## config.mk

```make
export PLATFORM = sky130hd
export DESIGN_NAME = fft_r2sdf_stage5
export DESIGN_NICKNAME = d
export VERILOG_FILES = /design/src/rtl/fft_r2sdf_stage5.sv
export SDC_FILE = /design/constraint.sdc
export NUM_CORES = 1
export LEC_CHECK = 0
export CAP_MARGIN = 20
export CORE_MARGIN = 4
export CORE_UTILIZATION = 55
export CTS_CLUSTER_DIAMETER = 120
export DETAILED_ROUTE_END_ITERATION = 8
export GPL_ROUTABILITY_DRIVEN = 0
export GPL_TIMING_DRIVEN = 1
export PLACE_DENSITY_LB_ADDON = 0.2
export SYNTH_ARGS = -nofsm -noshare
export SYNTH_HDL_FRONTEND = slang
export SYNTH_SLANG_ARGS = --single-unit
export TNS_END_PERCENT = 10
```

## constraint.sdc

```tcl
create_clock -name clk -period 4.7 [get_ports clk]
set_input_delay 1.175 -clock clk [delete_from_list [all_inputs] [get_ports clk]]
set_output_delay 1.175 -clock clk [all_outputs]
set_load 0.02 [all_outputs]
```

## src/rtl/fft_r2sdf_stage5.sv

```systemverilog
// Last radix-2 SDF stage of the 32-point FFT: 2-point butterflies on adjacent sample pairs,
// emitting sum then difference, each tagged with its bit-reversed natural bin index.
module fft_r2sdf_stage5 #(
    parameter int unsigned DW_IN  = 17,
    parameter int unsigned DW_OUT = 18,
    parameter int unsigned N      = 32
) (
    input  logic                     clk,
    input  logic                     rst_n,
    input  logic                     in_valid,
    input  logic signed [DW_IN-1:0]  in_r,
    input  logic signed [DW_IN-1:0]  in_i,
    output logic                     out_valid,
    output logic signed [DW_OUT-1:0] out_r,
    output logic signed [DW_OUT-1:0] out_i,
    output logic [4:0]               out_idx,
    output logic                     frame_done
);

    localparam int unsigned CW = $clog2(N);

    typedef enum logic [1:0] {StIdle, StEven, StOdd} state_e;

    function automatic logic [CW-1:0] bitrev(input logic [CW-1:0] v);
        logic [CW-1:0] r;
        for (int k = 0; k < CW; k++) begin
            r[k] = v[CW-1-k];
        end
        return r;
    endfunction

    state_e                    state_q, state_d;
    logic [CW-1:0]             cnt_q, cnt_d;
    logic [CW-2:0]             pair_q, pair_d;
    logic signed [DW_OUT-1:0]  hold_r_q, hold_r_d, hold_i_q, hold_i_d;
    logic signed [DW_OUT-1:0]  diff_r_q, diff_r_d, diff_i_q, diff_i_d;
    logic                      pend_q, pend_d;
    logic                      out_valid_q, out_valid_d;
    logic signed [DW_OUT-1:0]  out_r_q, out_r_d, out_i_q, out_i_d;
    logic [CW-1:0]             out_idx_q, out_idx_d;
    logic                      frame_done_q, frame_done_d;
    logic signed [DW_OUT-1:0]  in_r_ext, in_i_ext;

    assign in_r_ext = {{(DW_OUT-DW_IN){in_r[DW_IN-1]}}, in_r};
    assign in_i_ext = {{(DW_OUT-DW_IN){in_i[DW_IN-1]}}, in_i};

    always_comb begin
        state_d      = state_q;
        cnt_d        = cnt_q;
        pair_d       = pair_q;
        hold_r_d     = hold_r_q;
        hold_i_d     = hold_i_q;
        diff_r_d     = diff_r_q;
        diff_i_d     = diff_i_q;
        pend_d       = pend_q;
        out_valid_d  = 1'b0;
        out_r_d      = out_r_q;
        out_i_d      = out_i_q;
        out_idx_d    = out_idx_q;
        frame_done_d = 1'b0;

        // The pending difference never collides with a sum: after an odd accept the FSM is even.
        if (pend_q) begin
            out_r_d      = diff_r_q;
            out_i_d      = diff_i_q;
            out_idx_d    = bitrev({pair_q, 1'b1});
            out_valid_d  = 1'b1;
            frame_done_d = &pair_q;
            pend_d       = 1'b0;
        end

        if (in_valid) begin
            cnt_d = cnt_q + CW'(1);
            unique case (state_q)
                StIdle, StEven: begin
                    hold_r_d = in_r_ext;
                    hold_i_d = in_i_ext;
                    state_d  = StOdd;
                end
                StOdd: begin
                    out_r_d     = hold_r_q + in_r_ext;
                    out_i_d     = hold_i_q + in_i_ext;
                    out_idx_d   = bitrev({cnt_q[CW-1:1], 1'b0});
                    out_valid_d = 1'b1;
                    diff_r_d    = hold_r_q - in_r_ext;
                    diff_i_d    = hold_i_q - in_i_ext;
                    pair_d      = cnt_q[CW-1:1];
                    pend_d      = 1'b1;
                    state_d     = StEven;
                end
                default: state_d = StIdle;
            endcase
        end
    end

    always_ff @(posedge clk) begin
        if (!rst_n) begin
            state_q      <= StIdle;
            cnt_q        <= '0;
            pair_q       <= '0;
            hold_r_q     <= '0;
            hold_i_q     <= '0;
            diff_r_q     <= '0;
            diff_i_q     <= '0;
            pend_q       <= 1'b0;
            out_valid_q  <= 1'b0;
            out_r_q      <= '0;
            out_i_q      <= '0;
            out_idx_q    <= '0;
            frame_done_q <= 1'b0;
        end else begin
            state_q      <= state_d;
            cnt_q        <= cnt_d;
            pair_q       <= pair_d;
            hold_r_q     <= hold_r_d;
            hold_i_q     <= hold_i_d;
            diff_r_q     <= diff_r_d;
            diff_i_q     <= diff_i_d;
            pend_q       <= pend_d;
            out_valid_q  <= out_valid_d;
            out_r_q      <= out_r_d;
            out_i_q      <= out_i_d;
            out_idx_q    <= out_idx_d;
            frame_done_q <= frame_done_d;
        end
    end

    assign out_valid  = out_valid_q;
    assign out_r      = out_r_q;
    assign out_i      = out_i_q;
    assign out_idx    = out_idx_q;
    assign frame_done = frame_done_q;

endmodule

```

[Yosys cells after proc, flatten, opt, wreduce, memory -nomap -nowiden]
Cells that the tools add are included.
Word-level totals
  bits in registers: 125
  input port bits: 37
  output and inout bits: 43
  logic and storage cells: 41
Cells by class
  add/subtract/negate cells: 5
  equal/unequal tests: 2
  mux-type cells: 14
  reductions and logical operators: 7
Operators by type and width (count)
  $mux 18: 6
  $add 17x17->18: 2
  $sub 17x17->18: 2
  $mux 5: 3
  $reduce_and 2->1: 4
  $add 5x1->5 const B: 1
  $mux 1: 4
  $pmux 2 s2: 1
  $reduce_and 4->1: 1
  $eq 2x1->1 const B: 1
  $eq 2x2->1 const B: 1
  $logic_not 2->1: 1
  $reduce_or 2->1: 1

[Longest topological paths before layout]
  depth in word-level cells: 3
  depth in mapped cells: 10
  gate-level depth less buffers: 10

[Worst setup path after synthesis]
No wires, ideal clock.
  path type: input-to-reg
  from: in in_r[8]
  to: reg out_r_q[17], in the netlist out_r[17]
  setup time: 133 ps
  arrival: 3039 ps
  data required time: 4567 ps
  slack: 1528 ps
  cell stages on the path: 9
  cell sequence: inv_1 ha_1 buf_6 or3_1 or3_1 o21bai_4 and2_4 o41ai_2 o221ai_1
On the way
  longest elaborated chain between the ends: 3
RTL lines
  from (decl): RTL line 11  | input logic signed [DW_IN-1:0] in_r,
  $add 17x17->18: RTL line 81  | out_r_d = hold_r_q + in_r_ext;
  $mux 18: RTL line 74  | unique case (state_q)
  $mux 18: RTL line 72  | if (in_valid) begin
  to (signal assigned): RTL line 121  | out_r_q <= out_r_d;
  to (decl): RTL line 39  | logic signed [DW_OUT-1:0] out_r_q, out_r_d, out_i_q, out_i_d;
Every way passes these cells.
A chain may end at the register's enable or synchronous reset.

[Worst setup path in the final report]
  from: in in_r[8]
  to: reg out_r_q[12], in the netlist out_r[12]
Same word-level chain as after synthesis.

==> impl_metrics.yaml <==
drt:
  drtAntennaViolNets: 0
  first_pass_iters: 6
  wl_mm: 20.68
  viasPerCell: 5.898
  wl_per_cell_um: 16.53
  via_count: 7378
  drt-initial-drc-count: 556
  drc_errors: 0
critical_path:
  timing.rr.start: "hold_r_q[0]"
  crit_path_start_kind: "primary input"
  path_class: "primary input to register"
  worst_r2r_endpoint: "diff_r_q[16]"
  crit_path_end_kind: "register"
  cp_data_arrival_time_ns: 3.95
  r2r_cells: 10
  reg2reg_slack_ns: 2.02
  required_ns: 5.03
  cp_max_fo: 10
clocking:
  cts_max_level: 4
  clkTransAtPathRegs_ns: 0.06
  cts_setup_buffers: 0
  cts_hold_buf: 0
  insertion_delay_ns: 0.42
  cts_max_path_buffers: 2
  cts-resized-gates: 0
  cts_tree: "yes"
  cts_buffers: 17
  ctsRootBufferMaster: "clkbuf_16"
  cts.sinks: 125
layout:
  fillers: 1186
  ff_latch_area_um2: 2504
  antennaDiodeCount: 0
  syn_to_final_growth_pct: 18.34
  multi_input_area_um2: 4982
  final_area_um2: 9453
  nNetsFinal: 1169
  drive_above_1_share_pct: 7.470
sta:
  whs_ns: 0.4438
  hold_violations: 0
  setup-tns-final_ns: 0
  rsz0062_at_grt: "no"
  fin_crit_sh_pct: 76.98
  fmax_mhz: 276.4
  tightest_slew_ns: 1.018
  setup_violations: 0
  maxSlewViolCount: 0
  fin_crit_ns: 3.618
  clock_skew_ns: 0.006248
  slew_headroom_pct: 32.16
die:
  die_y_um: 128.5
  ios: 80
  die_w_um: 128.5
  dieArea_um2: 16510
  coreArea_um2: 14040
  num_rows: 43
  start_util_pct: 56.88
outcome:
  status: "completed"
yosys:
  syn-cell-area_um2: 7988
  synth_nets: 1118
  yosys.area.top_type: "dfxtp_1"
  synth_area_leaders: "dfxtp_1 (31%), ha_1 (11%), a21oi_1 (7.6%), nand2_1 (6.3%), xnor2_1 (3.8%)"
  synth_edf_count: 0
  yosysUniqueCellTypes: 69
  syn_area_per_cell_um2: 7.924
  synthFlopType: "dfxtp_1"
  synth-warning-count: 0
  synth_seq_cells: 125
  yosys.area.top_type_share_pct: 31.33
  synthArstFlopShare_pct: 0
  synthCells: 1008
  ys_seq_area_share_pct: 31.33
power_and_ir_drop:
  powerDensity_nw_per_um2: 328.2
  p_leak_nw: 3.911
  ir_drop_mv: 0.2531
worst_hold_path:
  hold_depth: 2
  hold_class: "register to register"
  worstHoldEndpoint: "diff_r_q[15]"
  hp-start: "diff_r_q[15]"
flow_run:
  drv_cap: 0
placed_design:
  portBuffers: 79
  placed_area_um2: 8866
  hpwl_mm: 14.27
global_routing:
  grt-ovfl-total: 0
  antenna_found_initial: 1
  grt_max_degree: 47
  grt_pass1_vias: 6984
  grtUsageTotal_pct: 25.41
  grt_pass1_wl_mm: 33.95
-- power by group --
group | internal [mW] | total, mW | switching, mW | leakage (nW)
Combinational | 0.259 | 0.631 | 0.373 | 2.60
Sequential | 1.12 | 1.16 | 0.0419 | 1.02
Clock | 0.843 | 1.31 | 0.468 | 0.296
-- cells in the mapped netlist (16+ instances only) --
cell type	number
xnor2_1	35
mux2i_1	25
a211oi_1	27
nor2b_1	16
nor3_1	20
a21o_1	16
ha_1	69
nand3_1	16
mux2_2	16
nor2_1	65
dfxtp_1	125
nand2_1	133
a21oi_1	121
o21ai_0	39
clkbuf_1	46
inv_1	70
-- sequential cells by signal, indices dropped and copies added, names as in the netlist --
signal and cells:
out_r 18, hold_r_q 17, pend_q 1, out_idx 5, pair_q 4, cnt_q 5
diff_r_q 18, out_i 18, out_valid 1, hold_i_q 17, diff_i_q 18, state_q 2
frame_done 1
-- layout make-up --
type | count | share of cell area [%]
Clock buffer | 24 | 5.308
Multi-Input combinational cell | 750 | 52.71
Timing Repair Buffer | 90 | 9.239
Tap cell | 180 | 2.383
Inverter | 75 | 2.978
Clock inverter | 7 | 0.9001
Sequential cell | 125 | 26.49
-- how the worst max path moves through the flow --
stage	depth (start not counted)	to	start
2_1_floorplan	9	out_r[17]	in_r[8]
3_5_place_dp	10	diff_r_q[16]	in_r[0]
4_1_cts	9	out_r[12]	in_r[8]
6_report	9	out_r[12]	in_r[8]
3_3_place_gp	10	diff_r_q[16]	in_r[0]
5_1_grt	10	diff_r_q[16]	in_r[0]
-- layout by cell type, fill, tap and decap left out, drive strengths merged, types with 27 or more instances in the layout --
cell type | netlist | routed
nand2 | 133 | 133
dfxtp | 125 | 125
a21oi | 121 | 121
clkdlybuf4s50 | 0 | 79
inv | 74 | 74
ha | 69 | 69
nor2 | 66 | 66
o21ai | 48 | 48
xnor2 | 35 | 35
a211oi | 27 | 27
-- cells by family (layout without fill, tap and decap cells) --
logic type | after synthesis | in the layout | share of synthesized area, %
mux | 41 | 41 | 5.388
flops | 125 | 125 | 31.33
simple gates | 307 | 307 | 17.47
buf+inv | 133 | 196 | 6.422
compound gates | 287 | 287 | 22.98
xor+xnor | 42 | 42 | 4.605
fa+ha+maj | 73 | 73 | 11.81
-- per-stage QoR --
step | total power [mW] | setup WS, ns | utilization, % | std cells
5_1_grt | 3.243 | 0.9351 | 67.32 | 1251
3_5_place_dp | 1.801 | 0.7737 | 63.14 | 1220
2_1_floorplan | 1.607 | 1.528 | - | 1008
6_report | 3.102 | 1.082 | 67.32 | 1251
4_1_cts | 3.111 | 1.144 | 67.32 | 1251
3_3_place_gp | 1.792 | 0.8325 | 63.14 | 1220
-- metal layers --
layer	part of all wire, %	up-vias	routed length (µm)	GRT usage [%]
met5	0.039	-	8	0
met4	2.4	2	502	9.883
met3	6.0	52	1242	5.687
met2	46	242	9468	40.39
met1	46	3471	9458	33.72
li1	-	3611	-	-
-- critical path: stages --
cell	delay, ns
clkdlybuf4s50_1	0.51
inv_1	0.06
ha_1	0.41
or3_1	0.42
or3_1	0.35
o21bai_1	0.38
a41oi_1	0.22
xnor2_1	0.17
a211oi_1	0.25
No activity file was read; power rests on OpenSTA's default activity.
